**src/rtl/sram_arbiter_pkg.sv**
```systemverilog
// Shared types and constants for the video SRAM arbiter.
package sram_arbiter_pkg;

  localparam int unsigned SRAM_ACCESS_CYCLES = 2;
  localparam int unsigned STARVE_W           = 8;
  localparam int unsigned ACC_CNT_W          = 4;

  typedef enum logic [1:0] {
    IDLE,
    ACCESS,
    DONE
  } ArbState_t;

  typedef enum logic {
    GRANT_DISP,
    GRANT_REND
  } ArbGrant_t;

endpackage

```
**src/rtl/sram_access_sequencer.sv**
```systemverilog
// Drives one fixed-length SRAM access: strobes, address/data and read sampling.
module sram_access_sequencer
  import sram_arbiter_pkg::*;
#(
  parameter int unsigned ADDR_W        = 20,
  parameter int unsigned DATA_W        = 32,
  parameter int unsigned ACCESS_CYCLES = SRAM_ACCESS_CYCLES
) (
  input  logic              clk,
  input  logic              rst,
  input  logic              start,
  input  logic              we,
  input  logic [ADDR_W-1:0] addr,
  input  logic [DATA_W-1:0] wdata,
  output logic              done,
  output logic [DATA_W-1:0] rdata,
  output logic [ADDR_W-1:0] sram_addr,
  output logic [DATA_W-1:0] sram_dq_o,
  output logic              sram_dq_oe,
  input  logic [DATA_W-1:0] sram_dq_i,
  output logic              sram_ce_n,
  output logic              sram_oe_n,
  output logic              sram_we_n
);

  localparam logic [ACC_CNT_W-1:0] LAST = ACC_CNT_W'(ACCESS_CYCLES - 1);

  logic                 active;
  logic [ACC_CNT_W-1:0] cnt;

  // Strobe/data registers: loaded at grant, write strobe released one cycle
  // early so the final access cycle holds data with we_n high.
  always_ff @(posedge clk or negedge rst) begin
    if (!rst) begin
      active     <= 1'b0;
      cnt        <= '0;
      sram_addr  <= '0;
      sram_dq_o  <= '0;
      sram_dq_oe <= 1'b0;
      sram_ce_n  <= 1'b1;
      sram_oe_n  <= 1'b1;
      sram_we_n  <= 1'b1;
    end else if (start) begin
      active     <= 1'b1;
      cnt        <= '0;
      sram_addr  <= addr;
      sram_dq_o  <= wdata;
      sram_dq_oe <= we;
      sram_ce_n  <= 1'b0;
      sram_oe_n  <= we;
      sram_we_n  <= ~we;
    end else if (active) begin
      if (cnt == LAST) begin
        active     <= 1'b0;
        cnt        <= '0;
        sram_dq_oe <= 1'b0;
        sram_ce_n  <= 1'b1;
        sram_oe_n  <= 1'b1;
        sram_we_n  <= 1'b1;
      end else begin
        cnt <= cnt + ACC_CNT_W'(1);
        if (cnt + ACC_CNT_W'(1) == LAST) begin
          sram_we_n <= 1'b1;
        end
      end
    end
  end

  // Completion marks the last access cycle; read data is sampled at its end.
  always_comb begin
    done  = active && (cnt == LAST);
    rdata = sram_dq_i;
  end

endmodule

```
**src/rtl/sram_arbiter.sv**
```systemverilog
// Display/render arbiter for the single-port video SRAM.
module sram_arbiter
  import sram_arbiter_pkg::*;
#(
  parameter int unsigned ADDR_W        = 20,
  parameter int unsigned DATA_W        = 32,
  parameter int unsigned ACCESS_CYCLES = SRAM_ACCESS_CYCLES,
  parameter int unsigned STARVE_LIMIT  = 8
) (
  input  logic              clk,
  input  logic              rst,
  input  logic              disp_req,
  input  logic [ADDR_W-1:0] disp_addr,
  output logic              disp_ack,
  output logic [DATA_W-1:0] disp_rdata,
  input  logic              rend_req,
  input  logic              rend_we,
  input  logic [ADDR_W-1:0] rend_addr,
  input  logic [DATA_W-1:0] rend_wdata,
  output logic              rend_ack,
  output logic [DATA_W-1:0] rend_rdata,
  output logic [ADDR_W-1:0] sram_addr,
  output logic [DATA_W-1:0] sram_dq_o,
  output logic              sram_dq_oe,
  input  logic [DATA_W-1:0] sram_dq_i,
  output logic              sram_ce_n,
  output logic              sram_oe_n,
  output logic              sram_we_n,
  output logic              busy
);

  localparam logic [STARVE_W-1:0] STARVE_MAX = STARVE_W'(STARVE_LIMIT);

  ArbState_t           state;
  ArbState_t           stateNext;
  ArbGrant_t           grant;
  logic                grantWe;
  logic [STARVE_W-1:0] starve;
  logic                grantRend;
  logic                grantDisp;
  logic                start;
  logic                seqWe;
  logic [ADDR_W-1:0]   seqAddr;
  logic [DATA_W-1:0]   seqWdata;
  logic                seqDone;
  logic [DATA_W-1:0]   seqRdata;

  sram_access_sequencer #(
    .ADDR_W       (ADDR_W),
    .DATA_W       (DATA_W),
    .ACCESS_CYCLES(ACCESS_CYCLES)
  ) u_seq (
    .clk       (clk),
    .rst       (rst),
    .start     (start),
    .we        (seqWe),
    .addr      (seqAddr),
    .wdata     (seqWdata),
    .done      (seqDone),
    .rdata     (seqRdata),
    .sram_addr (sram_addr),
    .sram_dq_o (sram_dq_o),
    .sram_dq_oe(sram_dq_oe),
    .sram_dq_i (sram_dq_i),
    .sram_ce_n (sram_ce_n),
    .sram_oe_n (sram_oe_n),
    .sram_we_n (sram_we_n)
  );

  // Arbitration, request mux and next-state decode.
  always_comb begin
    grantRend = rend_req && (!disp_req || (starve == STARVE_MAX));
    grantDisp = disp_req && !grantRend;
    start     = 1'b0;
    stateNext = state;
    seqWe     = grantRend && rend_we;
    seqAddr   = grantRend ? rend_addr : disp_addr;
    seqWdata  = rend_wdata;
    case (state)
      IDLE: begin
        if (grantRend || grantDisp) begin
          start     = 1'b1;
          stateNext = ACCESS;
        end
      end
      ACCESS: begin
        if (seqDone) begin
          stateNext = DONE;
        end
      end
      DONE:    stateNext = IDLE;
      default: stateNext = IDLE;
    endcase
  end

  // FSM state register.
  always_ff @(posedge clk or negedge rst) begin
    if (!rst) begin
      state <= IDLE;
    end else begin
      state <= stateNext;
    end
  end

  // Grant record and starvation counter, both updated only when a grant is made.
  always_ff @(posedge clk or negedge rst) begin
    if (!rst) begin
      grant   <= GRANT_DISP;
      grantWe <= 1'b0;
      starve  <= '0;
    end else if (start) begin
      grant   <= grantRend ? GRANT_REND : GRANT_DISP;
      grantWe <= grantRend && rend_we;
      if (grantDisp && rend_req) begin
        if (starve != STARVE_MAX) begin
          starve <= starve + STARVE_W'(1);
        end
      end else begin
        starve <= '0;
      end
    end
  end

  // Ack steering and per-requester read data; writes leave rend_rdata alone.
  always_ff @(posedge clk or negedge rst) begin
    if (!rst) begin
      disp_ack   <= 1'b0;
      rend_ack   <= 1'b0;
      disp_rdata <= '0;
      rend_rdata <= '0;
    end else begin
      disp_ack <= 1'b0;
      rend_ack <= 1'b0;
      if ((state == ACCESS) && seqDone) begin
        if (grant == GRANT_DISP) begin
          disp_ack   <= 1'b1;
          disp_rdata <= seqRdata;
        end else begin
          rend_ack <= 1'b1;
          if (!grantWe) begin
            rend_rdata <= seqRdata;
          end
        end
      end
    end
  end

  assign busy = (state != IDLE);

endmodule

```
**config.mk**
```make
export PLATFORM = sky130hd
export DESIGN_NAME = sram_arbiter
export DESIGN_NICKNAME = d
export VERILOG_FILES = /design/src/rtl/sram_arbiter_pkg.sv /design/src/rtl/sram_access_sequencer.sv /design/src/rtl/sram_arbiter.sv
export SDC_FILE = /design/constraint.sdc
export NUM_CORES = 1
export LEC_CHECK = 0
export ABC_CLOCK_PERIOD_IN_PS = 2500
export BUFFER_PORTS_ARGS = -buffer_cell sky130_fd_sc_hd__buf_4
export CAP_MARGIN = 5
export CORE_ASPECT_RATIO = 1.25
export CORE_UTILIZATION = 50
export CTS_BUF_LIST = sky130_fd_sc_hd__clkbuf_4
export CTS_CLUSTER_DIAMETER = 150
export DETAILED_ROUTE_END_ITERATION = 10
export PLACE_DENSITY = 0.82
export SYNTH_ARGS = -nofsm -noshare
export SYNTH_HDL_FRONTEND = slang
export SYNTH_HIERARCHICAL = 1
export SYNTH_SLANG_ARGS = --single-unit
```
**constraint.sdc**
```tcl
create_clock -name clk -period 2.5 [get_ports clk]
set_input_delay 0.25 -clock clk [delete_from_list [all_inputs] [get_ports clk]]
set_output_delay 0.25 -clock clk [all_outputs]
set_load 0.005 [all_outputs]
```
# Word-level counts from Yosys, hierarchy flattened

Cells that the tools add are included.
Widths: inputs -> output; s select.

Register bits after elaboration: 139
Input bits: 109
Output and inout port bits: 123

Add/subtract/negate cells: 2
Equality and inequality tests: 8
Muxes and demuxes: 30
Bitwise logic cells: 3
Reductions and logical operators: 21

Operators with widths:

| operator            | count |
|---|---|
| $mux 1              | 21 |
| $mux 20             | 1 |
| $mux 8              | 2 |
| $mux 4              | 3 |
| $reduce_and 2->1    | 5 |
| $add 8x1->8 const B | 1 |
| $eq 4x1->1 const B  | 2 |
| $eq 8x4->1 const B  | 1 |
| $ne 8x4->1 const B  | 1 |
| $logic_and 1x1->1   | 6 |
| $reduce_bool 2->1   | 3 |
| $add 4x1->4 const B | 1 |
| $mux 2              | 2 |
| $ne 2x2->1 const B  | 2 |
| $pmux 2 s2          | 1 |
| $not 1->1           | 3 |
| $reduce_and 3->1    | 1 |
| $reduce_bool 3->1   | 1 |
| $eq 2x1->1 const B  | 1 |
| $logic_not 1->1     | 2 |
| $logic_not 2->1     | 1 |
| $logic_or 1x1->1    | 2 |
| $ne 2x1->1 const B  | 1 |

# Logic depth before layout (Yosys ltp)

Depth in word-level cells: 10
Gate-level depth with buffers: 9
Mapped depth without buffers: 8

# Hierarchy

The synthesis kept the hierarchy.

By module, submodules not included:

| module                | times used | cells each | area each (um2) | seq. area each (um2) |
|---|---|---|---|---|
| sram_arbiter          | 1          | 229        | 3367.0          | 1951.9 |
| sram_access_sequencer | 1          | 189        | 2637.5          | 1530.2 |

# Least setup slack after synthesis

Ideal clock, no wire load.

Path type: reg-to-reg
From: reg u_seq.cnt[1]
To: reg rend_rdata[10]
Library setup time: 0.125 ns
Arrival time: 2.053 ns
Data required time: 2.375 ns
Path slack: 0.323 ns
Cell stages (with the launch flop): 10
Path buffers: 2
Clock period less this slack: 2.177 ns
Cell sequence: dfrtp_1 -> inv_1 -> ha_1 -> and4bb_2 -> and3b_1 -> and2_1 -> nor2b_1 -> clkbuf_1 -> buf_2 -> mux2_2

Longest elaborated chain between the ends: 4

RTL lines:

| what                              | RTL line                    | RTL |
|---|---|---|
| start: declaration                | sram_access_sequencer.sv:29 | `logic [ACC_CNT_W-1:0] cnt;` |
| start signal: assignment          | sram_access_sequencer.sv:61 | `cnt <= cnt + ACC_CNT_W'(1);` |
| $eq 4x1->1                        | sram_access_sequencer.sv:71 | `done = active && (cnt == LAST);` |
| $logic_and 1x1->1                 | sram_access_sequencer.sv:71 |  |
| net seqDone                       | sram_arbiter.sv:45          | `logic seqDone;` |
| $logic_and 1x1->1                 | sram_arbiter.sv:134         | `if ((state == ACCESS) && seqDone) begin` |
| $reduce_and 3->1 (no source line) | -                           |  |
| end signal: assignment            | sram_arbiter.sv:141         | `rend_rdata <= seqRdata;` |
| end: declaration                  | sram_arbiter.sv:21          | `output logic [DATA_W-1:0] rend_rdata,` |

The timed path passes the listed nets, and every way through them passes these cells.
A chain may end at the register's enable or synchronous reset.

# Worst setup path in the final report

From: reg u_seq.cnt[1]
To: reg rend_rdata[6]

Same word-level chain as after synthesis.

==> results.py <==
metrics = {
    "run_status": {
        "run_status": "finished, final reports clean",
    },
    "layout": {
        "regArea_um2": 3480,
        "areaGrowthSynthToFinish_pct": 44.8,
        "nFillCells": 704,
        "post_route_cells_drive_above_1_share": 0.596,
        "fin_area_um2": 8690,
        "multi_input_area_um2": 2170,
        "fin_nets": 804,
        "antenna-diode-count": 0,
    },
    "logic_synthesis": {
        "netlist_area_um2": 6000,
        "synth-edff-count": 0,
        "number_of_library_cell_types_mapped_by_synthesis": 45,
        "synth-warning-count": 6,
        "ys.flop_type": "sky130_fd_sc_hd__dfrtp_1",
        "synth_seq_cells": 139,
        "syn-mean-instance-area_um2": 14.4,
        "synth_async_sr_flop_share": 1.00,
        "post_synth_main_area_contributors": "sky130_fd_sc_hd__dfrtp_1 (57%), sky130_fd_sc_hd__mux2_2 (22%), sky130_fd_sc_hd__mux2_4 (4.3%), sky130_fd_sc_hd__buf_4 (4.0%), sky130_fd_sc_hd__dfstp_2 (1.3%)",
        "post-synth-top-area-fraction": 0.567,
        "synthDominantAreaCellType": "sky130_fd_sc_hd__dfrtp_1",
        "synth_seq_area_share": 0.580,
        "synth_nets": 532,
        "netlist_instances": 418,
    },
    "setup_path": {
        "r2r_start": "u_seq/cnt[1]$_DFFE_PN0P_",
        "worst_r2r_endpoint": "rend_rdata[6]$_DFFE_PN0P_",
        "worst_setup_path_endpoint": "rend_rdata[6]$_DFFE_PN0P_",
        "critical_path_arrival_ns": 2.71,
        "cp-end-kind": "flop",
        "critical_path_start_end_classification": "flop to flop",
        "required_ns": 2.88,
        "r2r.worst_path.cells": 8,
        "timing.critical_path.from": "u_seq/cnt[1]$_DFFE_PN0P_",
        "critical_path.max_fanout": 32,
        "r2r_slack_ns": 0.17,
        "start_kind": "flop",
    },
    "floorplan": {
        "coreArea_um2": 11700,
        "design.die.area_um2": 12500,
        "die_width_um": 100,
        "num_io_pins": 232,
        "placement_rows": 44,
        "initial_core_util": 0.514,
        "die_y_um": 125,
    },
    "pwr": {
        "p_seq_frac": 0.416,
        "netSwitchingFraction": 0.302,
        "power_leakage_nw": 4.15,
        "power_frac_comb": 0.416,
        "internal-power_mw": 6.56,
        "power.ir.vdd_worst_mv": 0.548,
        "total_switching_power_mw": 2.83,
        "clock_power_share": 0.168,
        "pwr_density_cell_nw_per_um2": 1080,
    },
    "clock_tree": {
        "cts_clock_pin_slew_for_the_worst_setup_and_hold_paths_ns": 0.11,
        "post_cts_resized": 0,
        "cts_tree": "built",
        "clock_tree.htree_level_count": 4,
        "clock_sinks": 139,
        "clockBufferDepth": 2,
        "cts-buffers-inserted": 17,
        "cts.repair_timing.setup_buffer_count": 0,
        "clk_root_buffer_cell": "sky130_fd_sc_hd__clkbuf_4",
        "clock_latency_ns": 0.50,
    },
    "timing": {
        "min_period_ns": 2.33,
        "slew_headroom": 0.628,
        "fmaxAchievable_ghz": 0.430,
        "setup_viol_count_final": 0,
        "hold_viol_final": 0,
        "rsz_0062_raised_after_global_routing": "no",
        "post-route-period-util": 0.930,
        "fin_tns_setup_ns": 0,
        "timing_worst_slew_pin_value_ns": 0.558,
        "timing_max_transition_violations_final": 0,
        "worst_clock_skew_ns": 0.0163,
    },
    "worst_hold_path": {
        "worstHoldStart": "rend_we",
        "hold-path-cell-count": 3,
        "timing.hold.worst.class": "input pin to flop",
    },
    "global_route": {
        "antenna_found_initial": 0,
        "gr-usage-all-layers": 0.251,
        "maximum_number_of_pins_on_one_net_before_global_route_repair": 60,
        "gr-total-overflow": 0,
        "grt_first_pass_wirelength_mm": 24.2,
        "via_count_of_the_first_global_routing_pass": 4909,
    },
    "drt": {
        "routed-via-count": 4363,
        "finalWirelength_mm": 15.1,
        "dr.first_iter.drc_count": 141,
        "vias_per_cell": 5.06,
        "drc_errors": 0,
        "drt-wirelength-per-cell_um": 17.5,
        "drt_first_pass_iters": 4,
        "antenna_left": 0,
    },
    "placement": {
        "port_buffers": 231,
        "gpl.final_weighted_congestion": 0.806,
        "detailed_place.area_um2": 7730,
        "detailed_place_hpwl_mm": 9.87,
    },
    "job": {
        "max-cap-violations": 0,
    },
}
area by class of cell:
type / count / area share
clock buffer: 18 / 0.0155
clock inverter: 12 / 0.0200
inverter: 6 / 0.00259
multi-input combinational: 222 / 0.249
sequential: 139 / 0.401
tap: 161 / 0.0232
timing repair buffer: 304 / 0.289
stage by stage:
stage / std cells / total power [mW] / hold slack, ns / util / setup WS (ns)
floorplan: 418 / 5.60 / -0.0456 / - / 0.323
global placement: 767 / 7.52 / 0.254 / 0.663 / 0.327
detailed placement: 767 / 7.72 / 0.263 / 0.663 / 0.199
CTS: 862 / 9.41 / 0.00616 / 0.745 / 0.154
global route: 862 / 9.95 / 0.0336 / 0.745 / 0.0261
finish: 862 / 9.39 / 0.0520 / 0.745 / 0.174
cells in the mapped netlist, types with 3 or more instances:
cell type / instances
sky130_fd_sc_hd__dfrtp_1: 136
sky130_fd_sc_hd__mux2_2: 118
sky130_fd_sc_hd__buf_4: 32
sky130_fd_sc_hd__mux2_4: 17
sky130_fd_sc_hd__buf_2: 14
sky130_fd_sc_hd__nand2_1: 12
sky130_fd_sc_hd__nand3_1: 8
sky130_fd_sc_hd__nor2_1: 8
sky130_fd_sc_hd__o21ai_0: 8
sky130_fd_sc_hd__inv_1: 6
sky130_fd_sc_hd__ha_1: 5
sky130_fd_sc_hd__nand2b_1: 5
sky130_fd_sc_hd__a21oi_1: 4
sky130_fd_sc_hd__clkbuf_1: 3
sky130_fd_sc_hd__dfstp_2: 3
sky130_fd_sc_hd__nand4_1: 3
sky130_fd_sc_hd__nor2b_1: 3
worst min path at each step:
stage	slack (ns)	end
floorplan	-0.05	disp_ack$_DFF_PN0_
CTS	0.006	grantWe$_DFFE_PN0P_
detailed placement	0.26	disp_rdata[13]$_DFFE_PN0P_
global route	0.03	grantWe$_DFFE_PN0P_
global placement	0.25	disp_rdata[11]$_DFFE_PN0P_
finish	0.05	grantWe$_DFFE_PN0P_
cell usage in the layout, fill, tap and decap left out, drive strengths merged, types with 2 or more instances in the layout:
master,Yosys,final
nor2b,3,3
clkbuf,3,18
buf,48,239
clkinvlp,0,3
or2,2,2
nor2,8,8
inv,6,7
dfstp,3,3
o21ai,9,9
nand2b,5,5
or3b,2,2
o31ai,2,2
a21oi,5,5
bufinv,0,4
o211a,2,2
o311ai,2,2
a21o,2,2
dlygate4sd3,0,65
mux2,136,136
ha,5,5
nand2,13,13
nand3,8,8
or4,2,2
dfrtp,136,136
nand4,3,3
clkinv,0,4
layer usage:
metal	GRT usage	up-vias	wire length [µm]
met5	0	-	0
met4	0.0887	0	320
met3	0.0763	27	1170
met2	0.462	207	7930
met1	0.267	2153	5660
li1	-	1976	-
state kept, by name, summed over array words and instances, names as in the netlist, 2 cells and up:
| name | flops |
|---|---|
| u_seq/sram_addr | 20 |
| starve | 8 |
| u_seq/sram_dq_o | 32 |
| state | 2 |
| rend_rdata | 32 |
| disp_rdata | 32 |
| u_seq/cnt | 4 |
power by group through the flow:
stage	registers, mW	logic, mW	clock network, mW
floorplan	3.89	1.70	0
global placement	3.86	3.66	0
detailed placement	3.93	3.80	0
CTS	3.89	3.88	1.63
global route	4.04	4.19	1.71
finish	3.91	3.91	1.57
cells by family after synthesis:
group | count (synthesis) | share of synthesized area
buffers and inverters | 57 | 0.0611
AO/OA/AOI/OAI | 26 | 0.0304
AND/OR/NAND/NOR | 52 | 0.0479
multiplexers | 137 | 0.267
adder cells (fa/ha/maj) | 5 | 0.0104
XOR/XNOR | 2 | 0.00292
flip-flops | 139 | 0.580
what timing repair did:
item,CTS,global route
hold buffers,65,0
endpoints found under the hold margin,152,0
setup endpoints to repair,0,0
worst max-delay path: stages (launching register included):
cell	delay, ns
sky130_fd_sc_hd__dfrtp_1	0.45
sky130_fd_sc_hd__inv_1	0.11
sky130_fd_sc_hd__ha_1	0.19
sky130_fd_sc_hd__and4bb_2	0.31
sky130_fd_sc_hd__and3b_1	0.21
sky130_fd_sc_hd__and2_1	0.15
sky130_fd_sc_hd__nor2b_2	0.19
sky130_fd_sc_hd__buf_12	0.23
sky130_fd_sc_hd__mux2_2	0.36
No activity file was read; power rests on OpenSTA's default activity.
